[config.mk]
export PLATFORM = sky130hd
export DESIGN_NAME = eth_rgmii_rx_framer
export DESIGN_NICKNAME = d
export VERILOG_FILES = /design/src/rtl/eth_rgmii_rx_framer.sv
export SDC_FILE = /design/constraint.sdc
export NUM_CORES = 1
export LEC_CHECK = 0
export ABC_AREA = 1
export CORE_ASPECT_RATIO = 1.25
export CORE_UTILIZATION = 32
export CTS_CLUSTER_DIAMETER = 80
export DETAILED_ROUTE_END_ITERATION = 7
export GPL_TIMING_DRIVEN = 0
export SYNTH_ARGS = -nofsm -noshare
export SYNTH_HDL_FRONTEND = slang
export SYNTH_SLANG_ARGS = --single-unit
[constraint.sdc]
create_clock -name rx_clk -period 7.8 [get_ports rx_clk]
set_input_delay 1.56 -clock rx_clk [delete_from_list [all_inputs] [get_ports rx_clk]]
set_output_delay 1.56 -clock rx_clk [all_outputs]
set_load 0.005 [all_outputs]
[src/rtl/eth_rgmii_rx_framer.sv]
// RGMII receive framer: in-band status decode, preamble/SFD strip, byte
// assembly for 1000 (DDR byte) and 10/100 (SDR nibble), saturating stats.
module eth_rgmii_rx_framer #(
    parameter bit          SPEED_AUTO   = 1'b1,
    parameter logic [1:0]  FORCE_SPEED  = 2'b10,
    parameter int unsigned MAX_PREAMBLE = 15,
    parameter int unsigned CNT_W        = 16
) (
    input  logic             rx_clk,
    input  logic             rst_n,
    input  logic             in_ctl0,
    input  logic             in_ctl1,
    input  logic [7:0]       in_data,
    output logic             rx_valid,
    output logic [7:0]       rx_data,
    output logic             rx_sof,
    output logic             rx_eof,
    output logic             rx_error,
    output logic             link_up,
    output logic [1:0]       link_speed,
    output logic             link_full_duplex,
    output logic [CNT_W-1:0] stat_frames,
    output logic [CNT_W-1:0] stat_errors
);

    // Preamble is counted in units (bytes at 1000, nibbles at 10/100).
    localparam int unsigned PRE_LIM_NIB = 2 * MAX_PREAMBLE;
    localparam int unsigned PRE_W       = $clog2(PRE_LIM_NIB + 2);

    typedef enum logic [1:0] {S_IDLE, S_PRE, S_DATA, S_DROP} state_t;

    state_t             state_q, state_d;
    logic               mode_gbe_q, mode_gbe_d;
    logic [PRE_W-1:0]   pre_cnt_q, pre_cnt_d;
    logic               phase_q, phase_d;
    logic [3:0]         lo_nib_q, lo_nib_d;
    logic               sticky_q, sticky_d;
    logic               hold_valid_q, hold_valid_d;
    logic [7:0]         hold_data_q, hold_data_d;
    logic               hold_sof_q, hold_sof_d;
    logic               armed_q, armed_d;

    logic               out_valid_d, out_sof_d, out_eof_d, out_err_d;
    logic [7:0]         out_data_d;
    logic [CNT_W-1:0]   frames_d, errors_d;

    logic               dv, er, cur_gbe;
    logic               pre_eval, byte_done, drop_evt, empty_evt, err_evt;
    logic [7:0]         byte_val;
    logic [PRE_W-1:0]   pre_base, pre_inc, pre_lim;
    logic               is_pre_unit, is_sfd_unit;

    assign dv = in_ctl0;
    assign er = in_ctl0 ^ in_ctl1;

    // Speed codes 10 and 11 both select byte mode; latched mode used once out of IDLE.
    assign cur_gbe     = (state_q == S_IDLE) ? link_speed[1] : mode_gbe_q;
    assign pre_base    = (state_q == S_PRE) ? pre_cnt_q : '0;
    assign pre_inc     = pre_base + PRE_W'(1);
    assign pre_lim     = cur_gbe ? PRE_W'(MAX_PREAMBLE) : PRE_W'(PRE_LIM_NIB);
    assign is_pre_unit = cur_gbe ? (in_data == 8'h55) : (in_data[3:0] == 4'h5);
    assign is_sfd_unit = cur_gbe ? (in_data == 8'hD5) : (in_data[3:0] == 4'hD);

    // In-band link status captured only during normal inter-frame idle.
    always_ff @(posedge rx_clk) begin
        if (!rst_n) begin
            link_up          <= 1'b0;
            link_speed       <= FORCE_SPEED;
            link_full_duplex <= 1'b0;
        end else if (!dv && !er) begin
            link_up          <= in_data[0];
            link_full_duplex <= in_data[3];
            if (SPEED_AUTO) link_speed <= in_data[2:1];
            else            link_speed <= FORCE_SPEED;
        end
    end

    // Framer state register and registered outputs/counters.
    always_ff @(posedge rx_clk) begin
        if (!rst_n) begin
            state_q      <= S_IDLE;
            mode_gbe_q   <= 1'b0;
            pre_cnt_q    <= '0;
            phase_q      <= 1'b0;
            lo_nib_q     <= '0;
            sticky_q     <= 1'b0;
            hold_valid_q <= 1'b0;
            hold_data_q  <= '0;
            hold_sof_q   <= 1'b0;
            armed_q      <= 1'b0;
            rx_valid     <= 1'b0;
            rx_data      <= '0;
            rx_sof       <= 1'b0;
            rx_eof       <= 1'b0;
            rx_error     <= 1'b0;
            stat_frames  <= '0;
            stat_errors  <= '0;
        end else begin
            state_q      <= state_d;
            mode_gbe_q   <= mode_gbe_d;
            pre_cnt_q    <= pre_cnt_d;
            phase_q      <= phase_d;
            lo_nib_q     <= lo_nib_d;
            sticky_q     <= sticky_d;
            hold_valid_q <= hold_valid_d;
            hold_data_q  <= hold_data_d;
            hold_sof_q   <= hold_sof_d;
            armed_q      <= armed_d;
            rx_valid     <= out_valid_d;
            rx_data      <= out_data_d;
            rx_sof       <= out_sof_d;
            rx_eof       <= out_eof_d;
            rx_error     <= out_err_d;
            stat_frames  <= frames_d;
            stat_errors  <= errors_d;
        end
    end

    // Next-state, byte assembly with one-byte holdback, and counter updates.
    always_comb begin
        state_d      = state_q;
        mode_gbe_d   = mode_gbe_q;
        pre_cnt_d    = pre_cnt_q;
        phase_d      = phase_q;
        lo_nib_d     = lo_nib_q;
        sticky_d     = sticky_q;
        hold_valid_d = hold_valid_q;
        hold_data_d  = hold_data_q;
        hold_sof_d   = hold_sof_q;
        armed_d      = armed_q | ~dv;
        out_valid_d  = 1'b0;
        out_data_d   = rx_data;
        out_sof_d    = 1'b0;
        out_eof_d    = 1'b0;
        out_err_d    = 1'b0;
        pre_eval     = 1'b0;
        byte_done    = 1'b0;
        byte_val     = in_data;
        empty_evt    = 1'b0;

        case (state_q)
            S_IDLE: begin
                // After reset a dv=0 cycle must be seen before a frame is accepted.
                if (dv && armed_q) begin
                    mode_gbe_d = link_speed[1];
                    pre_eval   = 1'b1;
                end
            end
            S_PRE: begin
                if (!dv) state_d = S_IDLE;
                else     pre_eval = 1'b1;
            end
            S_DATA: begin
                if (dv) begin
                    if (er) sticky_d = 1'b1;
                    if (cur_gbe) begin
                        byte_done = 1'b1;
                        byte_val  = in_data;
                    end else if (!phase_q) begin
                        lo_nib_d = in_data[3:0];
                        phase_d  = 1'b1;
                    end else begin
                        byte_done = 1'b1;
                        byte_val  = {in_data[3:0], lo_nib_q};
                        phase_d   = 1'b0;
                    end
                    if (byte_done) begin
                        if (hold_valid_q) begin
                            out_valid_d = 1'b1;
                            out_data_d  = hold_data_q;
                            out_sof_d   = hold_sof_q;
                            hold_sof_d  = 1'b0;
                        end
                        hold_valid_d = 1'b1;
                        hold_data_d  = byte_val;
                    end
                end else begin
                    state_d = S_IDLE;
                    if (hold_valid_q) begin
                        out_valid_d = 1'b1;
                        out_data_d  = hold_data_q;
                        out_sof_d   = hold_sof_q;
                        out_eof_d   = 1'b1;
                        out_err_d   = sticky_q | phase_q;
                    end else begin
                        empty_evt = 1'b1;
                    end
                    hold_valid_d = 1'b0;
                    phase_d      = 1'b0;
                end
            end
            S_DROP: begin
                if (!dv) state_d = S_IDLE;
            end
            default: state_d = S_IDLE;
        endcase

        // Preamble/SFD evaluation shared by IDLE (first unit) and PRE.
        if (pre_eval) begin
            if (is_pre_unit) begin
                pre_cnt_d = pre_inc;
                state_d   = (pre_inc > pre_lim) ? S_DROP : S_PRE;
            end else if (is_sfd_unit) begin
                state_d      = S_DATA;
                phase_d      = 1'b0;
                sticky_d     = 1'b0;
                hold_valid_d = 1'b0;
                hold_sof_d   = 1'b1;
            end else begin
                state_d = S_DROP;
            end
        end

        drop_evt = (state_d == S_DROP) && (state_q != S_DROP);
        err_evt  = (out_eof_d && out_err_d) || drop_evt || empty_evt;

        frames_d = stat_frames;
        if (out_eof_d && !(&stat_frames)) frames_d = stat_frames + CNT_W'(1);
        errors_d = stat_errors;
        if (err_evt && !(&stat_errors)) errors_d = stat_errors + CNT_W'(1);
    end

endmodule

# Word level (Yosys, flattened, before mapping)
# Cells that the tools add are included.
# word_totals
ff_bits	73
input_bits	12
out_inout_bits	48
word_cells	125
# classes
add_sub_neg	3
order_cmp	1
eq_ne	10
muxes	63
bitwise	6
reduce_logical	22
# ops
operator	count
$mux 1	50
$mux 8	5
$add 16x1->16 const B	2
$reduce_and 16->1	2
$mux 2	5
$mux 5	2
$eq 8x7->1 const B	1
$eq 8x8->1 const B	1
$reduce_and 2->1	4
$eq 2x2->1 const B	3
$logic_and 1x1->1	6
$add 5x1->5 const B	1
$gt 5x5->1	1
$eq 4x3->1 const B	1
$eq 4x4->1 const B	1
$logic_not 1->1	4
$reduce_and 4->1	1
$not 1->1	3
$reduce_and 3->1	1
$reduce_or 3->1	1
$eq 2x1->1 const B	1
$logic_not 2->1	1
$logic_or 1x1->1	2
$ne 2x1->1 const B	1
other kinds (4)	5

# Depth between registers and ports, before layout
# depth
ltp_word	12
mapped_depth	20
depth_no_buf	19

# Worst setup path before layout
# OpenSTA, ideal clock, no wires.
# synth_timing
kind	input to register
from	input in_data[3]
to	register stat_errors[7]
setup_time_ps	70
t_arrival_ps	2666
t_required_ps	7730
setup_slack_ps	5064
path_stages	12
n_path_buf	1
path_cell_list	nor3_2 nand2_1 nand2_1 nand3_2 nand2_1 nor2_1 nand3_2 nand2_4 nand2_4 buf_6 nand2_1 a21oi_1
# synth_between
elab_chain_len	10
elab_cells_between_ends	14
cone_classes	5 x eq/ne; 5 x mux; 4 x reduce/logical
# synth_rtl
element	line	rtl
start, declared	13	input logic [7:0] in_data,
$eq 8x8->1 / $eq 4x4->1 (equally long branches)	62	assign is_sfd_unit = cur_gbe ? (in_data == 8'hD5) : (in_data[3:0] == 4'hD);
$mux 1	62	
$mux 1	203	end else if (is_sfd_unit) begin
$mux 2 (*)	200	if (is_pre_unit) begin
$mux 2 (*)	199	if (pre_eval) begin
$eq 2x2->1 (*)	214	drop_evt = (state_d == S_DROP) && (state_q != S_DROP);
$logic_and 1x1->1 (*)	214	
$logic_or 1x1->1 (*) (2 in a row)	215	err_evt = (out_eof_d && out_err_d) || drop_evt || empty_evt;
$logic_and 1x1->1 (*)	220	if (err_evt && !(&stat_errors)) errors_d = stat_errors + CNT_W'(1);
end signal, assigned	115	stat_errors <= errors_d;
end, declared	23	output logic [CNT_W-1:0] stat_errors
# Every way passes the cells marked *; elsewhere a longest branch is shown, timed or not.
# A chain may end at the register's enable or synchronous reset.

# Worst setup path after layout
# layout_timing
from	input in_ctl0
to	register stat_errors[10]
# layout_between
elab_chain_len	9
elab_cells_between_ends	19
cone_classes	1 x eq/ne; 12 x mux; 6 x reduce/logical
# layout_rtl
element	line	rtl
start, declared	11	input logic in_ctl0,
$logic_and 1x1->1	144	if (dv && armed_q) begin
$mux 1	144	
$pmux 1 s2	141	case (state_q)
$mux 2	199	
$eq 2x2->1	214	
$logic_and 1x1->1	214	
$logic_or 1x1->1	215	
$logic_or 1x1->1 (*)	215	
$logic_and 1x1->1 (*)	220	
# Marks and branches as above.

==> results.md <==
* Status: completed
* IO Count at 60
* Yosys top cell area share at 0.411
* Post-CTS sizing at 0
* Inserted Clock Buffers at 9
* Vias in the first global route at roughly 3200
* WP depth at 12
* Pleak at 1.72 nW
* DP Area at ~4300 µm²
* Pin count of the biggest net entering global routing at 15
* CP arrival at between 3000 and 4000 ps
* Type of origin of the critical path: primary input
* Fmax at between 300 and 400 MHz
* CTS Buffer Depth at 2
* Area grow syn2layout at 30.8%
* Antenna violations before repair at 0
* Mux share of post-synthesis cell area at 0
* Starting Density at 0.332
* Finished Cell Area at roughly 4700 µm²
* Sequential area share after synthesis at 0.411
* CP max FO at 10
* Number of max-cap violations at 0
* Tot Pwr at roughly 930 µW
* Final Hold Fails at 0
* Crit-path max cell delay at 620 ps
* Setup_tns at 0 ps
* DR WL/cell at roughly 13 µm
* Fin nets at about 580
* Setup bufs post-CTS at 0
* Max_slew headroom at 0.658
* Hpwl dp at between 6 and 7 mm
* CTS root buf: clkbuf_16
* Commonest cells after routing, fill and taps aside: nand2_1, dfxtp_1, inv_1
* CP Data Required Time at 8070 ps
* Post-synthesis adder-cell area fraction at 0.0246
* Synth Area in Compound Gates at 0.147
* Setup violators final at 0
* Worst Setup End Kind: flip-flop
* Sink Count at 73
* Delay-heaviest family, CP: buffers and inverters
* R2R Setup Slk at 4740 ps
* Pwr dens at around 200 nW/µm²
* Hold_buf cts at 0
* Reg2reg start: state_q[0]
* Final slew viol count at 0
* Row cnt at 42
* CP endpoint: stat_errors[10]
* Clk_skew at ~4.4 ps
* Cell taking the most area after synthesis: dfxtp_1
* Syn_area_per_cell at 7.21 µm²
* Fin crit period at 3310 ps
* First-pass GRT wire length at roughly 14 mm
* Worst Path Buf+Inv at 4
* Synth top area cells: dfxtp_1, nand2_1, inv_1
* Post-Syn Area at 3560 µm²
* Xor/xnor share of the synthesized area at 0.0394
* Initial DRC Count at roughly 160
* Routed WL at between 8 and 9 mm
* H-tree depth at 3
* Worst min path class: reg -> reg
* Final worst-path cycle share at 0.425
* Max IR drop VDD at 0.100 mV
* Library cells used by synthesis at 36
* WS Path Type: in -> reg
* Post-synth top flop: dfxtp_1
* Routed Antenna Nets at 0
* Clk slew on worst S/H paths at approximately 60 ps
* FF+latch count, synth at 73
* Residual DRC at 0
* Overflow after GRT at 0
* Slew @ Worst Pin at around 510 ps
* Worst Reg-to-Reg Cells at 19
* Worst R2R End: stat_errors[10]
* CTS tree: done
* CP max stage cell: clkdlybuf4s50_1
* Cell mode on critical path: nand2_4
* Synthesized Nets at roughly 510
* Post-synthesis simple-gate area fraction at 0.292
* Die area at approximately 12000 µm²
* Die Wd at 96.3 µm
* Drt pass-1 iters at 4
* Clock Latency Late Sink at ~340 ps
* Die height at 120 µm
* RSZ-0062 raised after global routing: false
* Gr usage total at 0.163
* Min Hold Slack at 458 ps
* Routed vias/inst at between 4 and 5
* Vias at about 3400
* WHS Path Cells at 2
* Fin util at 0.434
* Core box area at between 10000 and 15000 µm²
* CP startpoint: in_ctl0
* Post-synth ARST share at 0
* Most common cell after layout, fill and taps aside: nand2_1
* Number of flops mapped to enable cells by yosys at 0
* Fraction of layout cells with a size suffix above 1 at 0.0705
* Main combinational cell family by area after synthesis: simple AND/OR/NAND/NOR gates
* Critical Path, Cell by Cell: clkdlybuf4s50_1 -> inv_1 -> o21ai_2 -> nand3_4 -> inv_2 -> nand2_2 -> nand3_2 -> nand2_4 -> nand2_4 -> buf_6 -> nand2_1 -> a21oi_1
* Port-buffer cells at 58
* Ant diodes at 0
* Post-Syn Instances at 493
* FILL cells at around 1100
* Final RePlAce weighted congestion at approximately 0.86
* Synth warn at 0
cells in the mapped netlist (2+ instances only):
library cell	instances
nand3_1	37
nand4_1	8
buf_1	3
nor2_2	3
a21oi_1	43
nor3_1	16
nand2_2	3
dfxtp_1	73
a31oi_1	2
ha_1	7
nor3b_1	2
clkbuf_1	6
o21ai_2	2
xnor2_1	7
nand2_1	92
xor2_1	9
nor2_1	57
nand2_4	2
buf_6	2
inv_2	3
inv_1	60
nand3_2	2
o21ai_0	28
o211ai_1	14
through the flow:
stage	instances	worst slack (ps)
after CTS	699	4500
final	699	4490
after floorplan	493	5060
after global placement	683	4190
after detailed placement	683	4160
after global routing	699	4260
registers in the layout, indices dropped and copies added (netlist names), 2 cells and up:
signal and cells:
state_q 2, link_speed 2, stat_errors 16, pre_cnt_q 5, stat_frames 16, rx_data 8, hold_data_q 8, lo_nib_q 4
how the worst min path moves through the flow:
stage | from | slack, ps | end
3_3_place_gp | sticky_q | 440 | sticky_q
6_report | sticky_q | 460 | sticky_q
4_1_cts | sticky_q | 460 | sticky_q
3_5_place_dp | pre_cnt_q[4] | 450 | pre_cnt_q[4]
2_1_floorplan | sticky_q | 420 | sticky_q
5_1_grt | lo_nib_q[0] | 480 | lo_nib_q[0]
per-layer routing:
layer / track usage / wire length [µm] / vias to the layer above
met5: 0 / 0 / -
met4: 0.0784 / 217 / 0
met3: 0.0323 / 364 / 19
met2: 0.264 / 4350 / 93
met1: 0.202 / 3840 / 1515
li1: - / - / 1764
cell families after synthesis:
group	after synthesis
AOI/OAI and AO/OA	93
adders and majority gates	7
buffers and inverters	76
and+or+nand+nor	228
xor gates and xnor gates	16
DFF	73
report_power, final:
part,internal [mW],switching [mW]
clock network,0.316,0.170
registers,0.379,0.00460
logic,0.0218,0.0346
area by class of cell:
cell class	instances	area, µm²	share of cell area
Timing Repair Buffer	58	581	0.125
Multi-Input combinational cell	344	1790	0.385
Inverter	63	236	0.0508
Sequential cell	73	1460	0.314
Tap cell	132	165	0.0355
Buffer	13	68.8	0.0148
Clock buffer	9	225	0.0484
Clock inverter	7	124	0.0266
worst min-delay path, cell delays in order, from the launching register on:
cell and delay (ps):
dfxtp_1 310, inv_1 50, a21oi_1 50
(Power assumes the default switching activity.)
